===== config.mk =====
export PLATFORM = sky130hd
export DESIGN_NAME = uart_tx_buffer
export DESIGN_NICKNAME = d
export VERILOG_FILES = /design/src/rtl/uart_tx_buffer.sv
export SDC_FILE = /design/constraint.sdc
export NUM_CORES = 1
export LEC_CHECK = 0
export ABC_AREA = 1
export BUFFER_PORTS_ARGS = -buffer_cell sky130_fd_sc_hd__buf_2
export CAP_MARGIN = 30
export CORE_MARGIN = 2
export CORE_UTILIZATION = 61
export DETAILED_ROUTE_END_ITERATION = 12
export GPL_ROUTABILITY_DRIVEN = 0
export GPL_TIMING_DRIVEN = 0
export PLACE_DENSITY_LB_ADDON = 0.12
export SLEW_MARGIN = 20
export SYNTH_ARGS = -nofsm -noshare
export SYNTH_HDL_FRONTEND = slang
export SYNTH_SLANG_ARGS = --single-unit

===== constraint.sdc =====
create_clock -name clk -period 2.93 [get_ports clk]
set_clock_uncertainty 0.1 [all_clocks]
set_input_delay 0.293 -clock clk [delete_from_list [all_inputs] [get_ports clk]]
set_output_delay 0.293 -clock clk [all_outputs]
set_load 0.05 [all_outputs]

===== src/rtl/uart_tx_buffer.sv =====
// Transmit byte FIFO plus launch sequencer: queues host bytes and hands them to the
// uart core one at a time, waiting for each transfer to complete before the next.
module uart_tx_buffer #(
   parameter int unsigned DEPTH_BITS   = 4,
   parameter int unsigned ALMOST_FULL  = 12,
   parameter int unsigned BUSY_TIMEOUT = 7
) (
   input  logic                  clk,
   input  logic                  rst,
   input  logic                  flush,
   input  logic                  wr_stb,
   input  logic [7:0]            wr_data,
   output logic                  full,
   output logic                  almost_full,
   output logic                  empty,
   output logic [DEPTH_BITS:0]   count,
   output logic                  overflow,
   output logic                  launch_error,
   input  logic                  clear_status,
   output logic                  idle,
   output logic                  uart_transmit,
   output logic [7:0]            uart_tx_byte,
   input  logic                  uart_is_transmitting
);

   localparam int unsigned PTR_W = DEPTH_BITS;
   localparam int unsigned CNT_W = DEPTH_BITS + 1;
   localparam int unsigned DEPTH = 1 << DEPTH_BITS;
   localparam int unsigned TMO_W = 3;

   typedef enum logic [1:0] {
      IDLE      = 2'd0,
      LAUNCH    = 2'd1,
      WAIT_BUSY = 2'd2,
      WAIT_DONE = 2'd3
   } state_t;

   state_t             state, state_nxt;
   logic [7:0]         mem [DEPTH];
   logic [PTR_W-1:0]   wr_ptr, rd_ptr, wr_ptr_nxt, rd_ptr_nxt;
   logic [CNT_W-1:0]   count_nxt;
   logic [TMO_W-1:0]   tmo_cnt, tmo_cnt_nxt;
   logic [7:0]         tx_byte_nxt;
   logic               push, pop, ovf_evt, tmo_evt;
   logic               full_nxt, almost_full_nxt, empty_nxt, idle_nxt;
   logic               overflow_nxt, launch_error_nxt, uart_transmit_nxt;

   // Launch sequencer; a pop happens on the IDLE->LAUNCH transition
   always_comb begin
      state_nxt   = state;
      tmo_cnt_nxt = tmo_cnt;
      pop         = 1'b0;
      tmo_evt     = 1'b0;
      unique case (state)
         IDLE: begin
            if (!empty && !uart_is_transmitting) begin
               pop       = 1'b1;
               state_nxt = LAUNCH;
            end
         end
         LAUNCH: begin
            tmo_cnt_nxt = '0;
            state_nxt   = WAIT_BUSY;
         end
         WAIT_BUSY: begin
            if (uart_is_transmitting) begin
               state_nxt = WAIT_DONE;
            end else if (tmo_cnt == TMO_W'(BUSY_TIMEOUT)) begin
               tmo_evt   = 1'b1;
               state_nxt = IDLE;
            end else begin
               tmo_cnt_nxt = tmo_cnt + TMO_W'(1);
            end
         end
         WAIT_DONE: begin
            if (!uart_is_transmitting) state_nxt = IDLE;
         end
         default: state_nxt = IDLE;
      endcase
      if (flush) begin
         state_nxt = IDLE;
         pop       = 1'b0;
      end
   end

   // FIFO bookkeeping and next values of the registered status outputs
   always_comb begin
      push        = wr_stb && !full && !flush;
      ovf_evt     = wr_stb && full && !flush;
      wr_ptr_nxt  = wr_ptr;
      rd_ptr_nxt  = rd_ptr;
      count_nxt   = count;
      tx_byte_nxt = uart_tx_byte;
      if (flush) begin
         wr_ptr_nxt = '0;
         rd_ptr_nxt = '0;
         count_nxt  = '0;
      end else begin
         if (push) wr_ptr_nxt = wr_ptr + PTR_W'(1);
         if (pop) begin
            rd_ptr_nxt  = rd_ptr + PTR_W'(1);
            tx_byte_nxt = mem[rd_ptr];
         end
         count_nxt = count + CNT_W'(push) - CNT_W'(pop);
      end
      full_nxt          = (count_nxt == CNT_W'(DEPTH));
      almost_full_nxt   = (count_nxt >= CNT_W'(ALMOST_FULL));
      empty_nxt         = (count_nxt == '0);
      idle_nxt          = empty_nxt && (state_nxt == IDLE);
      uart_transmit_nxt = (state_nxt == LAUNCH);
      // a new error event in the clear cycle wins over the clear
      overflow_nxt      = (overflow && !clear_status) || ovf_evt;
      launch_error_nxt  = (launch_error && !clear_status) || tmo_evt;
   end

   always_ff @(posedge clk) begin
      if (push) mem[wr_ptr] <= wr_data;
   end

   always_ff @(posedge clk) begin
      if (rst) begin
         state         <= IDLE;
         wr_ptr        <= '0;
         rd_ptr        <= '0;
         count         <= '0;
         tmo_cnt       <= '0;
         full          <= 1'b0;
         almost_full   <= 1'b0;
         empty         <= 1'b1;
         idle          <= 1'b1;
         overflow      <= 1'b0;
         launch_error  <= 1'b0;
         uart_transmit <= 1'b0;
         uart_tx_byte  <= '0;
      end else begin
         state         <= state_nxt;
         wr_ptr        <= wr_ptr_nxt;
         rd_ptr        <= rd_ptr_nxt;
         count         <= count_nxt;
         tmo_cnt       <= tmo_cnt_nxt;
         full          <= full_nxt;
         almost_full   <= almost_full_nxt;
         empty         <= empty_nxt;
         idle          <= idle_nxt;
         overflow      <= overflow_nxt;
         launch_error  <= launch_error_nxt;
         uart_transmit <= uart_transmit_nxt;
         uart_tx_byte  <= tx_byte_nxt;
      end
   end

endmodule


==> flow_summary.toml <==
[setup_path]
slowest_stage = "dfxtp_1"
critPathTopFamily = "adder cells"
r2r_slack_ns = 0.17
r2r-end = "empty$_SDFF_PP1_"
crit_cells = 16
worstRegToRegCells = 16
critPathLaunchType = "flop"
cpMostUsedCell = "inv_1"
slowest_delay_ns = 0.39
worst_setup_path_end_kind = "flop"
critical_path.max_fanout = 10
r2r-start = "state[1]$_SDFF_PP0_"
arrival_ns = 3.02
crit_required_ns = 3.19
crit_start = "state[1]$_SDFF_PP0_"
cp_num_buf_inv = 6
critPathKind = "reg -> reg"
path_cells = "nor2_4, nand4_4, inv_6, buf_8, ha_1, inv_1, ha_1, inv_1, fa_1, inv_1, a21oi_1, o21ai_1, nand2_1, inv_1, nand2_1, a21oi_1"

[min_path]
hold_start = "wr_stb"
min_to = "overflow$_SDFF_PP0_"
min-delay-path-class = "in -> reg"
holdPathStages = 3

[timing]
setup_violations = 0
whs_ns = 0.0440
worst_pin_slew_ns = 0.841
slew-limit-headroom_pct = 43.7
period_needed_ns = 2.76
fin_tns_setup_ns = 0
period_share_pct = 94.2
fin_ws_ns = 0.169
timing.fmax_ghz = 0.362
finalMaxSlewViolations = 0
report.final.hold_viol_count = 0

[layout]
insertedDiodeCount = 0
layout.nets = 789
stdcell_count = 916
final_area_um2 = 7880
drive_above_1_share_pct = 11.4
synthToLayoutAreaGrowth_pct = 12.2
final_core_util_pct = 69.6

[grt]
antenna_found_initial = 0
grt_max_degree = 17
grt-ovfl-total = 0
grt_usage_pct = 27.1
grt_pass1_vias = 4919
grt_first_pass_wirelength_mm = 25.1

[place]
numPortBuffers = 33
hpwl_mm = 10.6
postPlaceCellArea_um2 = 7360
post-place-cells = 886
dpl_worst_slack_ns = 0.121

[synthesis]
synth-async-reset-ratio_pct = 0
avgSynthCellArea_um2 = 9.89
syn_nets = 737
post-synth-top-count-cell = "nand2_1"
netlist_instances = 710
yosysTopAreaCellShare_pct = 54.8
yosysWarnings = 0
synthesis.area_um2 = 7020
synth_common_cells = "223 x nand2_1, 128 x edfxtp_1, 101 x inv_1"
yosysSeqAreaShare_pct = 64.2
synth_edf_count = 128
synthTopCellsByArea = "edfxtp_1 55%, nand2_1 12%, dfxtp_1 9.4%, nand3_1 7.1%, inv_1 5.4%"
synth_top_area_cell = "edfxtp_1"
ys_types = 29
synthFlopType = "edfxtp_1"
synth_seq_cells = 161

[clocking]
htreeDepth = 4
clk_pin_slew_ns = 0.06
hold_buffers = 0
clock_latency_ns = 0.43
cts-root-buf = "clkbuf_16"
post_cts_buffers = 0
cts_sinks = 161
cts_made_buffers = 17
cts_tree = "done"
cts_max_path_buffers = 2

[power_and_ir_drop]
intPower_mw = 3.75
clock_power_share_pct = 39.9
power_leakage_nw = 3.39
seqPwrFrac_pct = 51.4
vdd_drop_max_uv = 590
power_density_nw_per_um2 = 623
switching_share_pct = 23.5
power.switching_mw = 1.15
fin_total_pwr_mw = 4.91
comb_power_share_pct = 8.7

[route]
vias = 4971
wl_mm = 15.9
postRouteAntennaNets = 0
drt-pass1-iter-count = 5
wl_per_cell_um = 17.4
drtIter0Drc = 489
route.detailed.drc = 0
drt-vias-per-instance = 5.43

[floorplan]
start_util_pct = 62.0
die_w_um = 111
rows = 39
core_area_um2 = 11300
pin_count = 34
die_area_um2 = 12400
die_y_um = 111

[job]
drv_cap = 0

[outcome]
status = "completed"
-- worst register-to-register path: stages (launching register included) --
cell	delay [ns]
dfxtp_1	0.39
nor2_4	0.17
nand4_4	0.15
inv_6	0.13
buf_8	0.15
ha_1	0.24
inv_1	0.07
ha_1	0.16
inv_1	0.05
fa_1	0.35
inv_1	0.12
a21oi_1	0.08
o21ai_1	0.17
nand2_1	0.08
inv_1	0.08
nand2_1	0.07
a21oi_1	0.13
-- repair_timing --
action                                  CTS  global route
gates resized for setup                   0             2
hold endpoints to repair                  0             0
endpoints found under the setup margin    0             3
-- area by class of cell --
cell class | instances | area, um2
sequential | 161 | 4500
fill | 864 | 3440
multi-input combinational | 415 | 1950
clock buffer | 20 | 437
inverter | 106 | 405
tap | 143 | 179
buffer | 28 | 169
timing repair buffer | 33 | 165
clock inverter | 10 | 71.3
-- how the worst max path moves through the flow --
stage                     slack [ns]                to
after floorplan                 0.25  empty$_SDFF_PP1_
after global placement          0.20  empty$_SDFF_PP1_
after detailed placement        0.12  empty$_SDFF_PP1_
after CTS                       0.14  empty$_SDFF_PP1_
after global routing           -0.01  empty$_SDFF_PP1_
final                           0.17  empty$_SDFF_PP1_
-- cell families after synthesis --
kind of cell	count (synthesis)	share of synthesized area, %
buffers and inverters	134	8.18
AOI/OAI and AO/OA	42	3.46
xor gates and xnor gates	2	0.250
adders and majority gates	13	2.42
DFF	161	64.2
and+or+nand+nor	358	21.5
-- cell usage in the layout (no fill, tap or decap), types with 10 or more instances in the layout --
| master | count |
|---|---|
| o21a_1 | 10 |
| o21ai_0 | 11 |
| a21oi_1 | 17 |
| edfxtp_1 | 128 |
| nor2_1 | 28 |
| ha_1 | 12 |
| dfxtp_1 | 33 |
| buf_2 | 48 |
| inv_1 | 101 |
| nand3_1 | 100 |
| clkbuf_16 | 17 |
| nand2_1 | 223 |
-- flip-flops by register name, indices dropped and copies added (netlist names) --
register / cells
uart_transmit: 1
count: 5
overflow: 1
empty: 1
launch_error: 1
almost_full: 1
mem: 128
full: 1
idle: 1
uart_tx_byte: 8
rd_ptr: 4
tmo_cnt: 3
state: 2
wr_ptr: 4
-- per-layer routing --
layer / vias up / routed length [um] / track usage, %
li1: 2418 / - / -
met1: 2355 / 6530 / 35.5
met2: 168 / 7840 / 44.0
met3: 30 / 1120 / 6.23
met4: 0 / 414 / 10.9
met5: - / 0 / 0
-- power groups by stage --
stage	sequential, mW	combinational (mW)	clock, mW
3_5_place_dp	2.57	0.419	0
2_1_floorplan	2.65	0.201	0
3_3_place_gp	2.57	0.408	0
6_report	2.52	0.427	1.96
5_1_grt	2.52	0.467	2.05
4_1_cts	2.52	0.422	1.97
(Power assumes the default switching activity.)
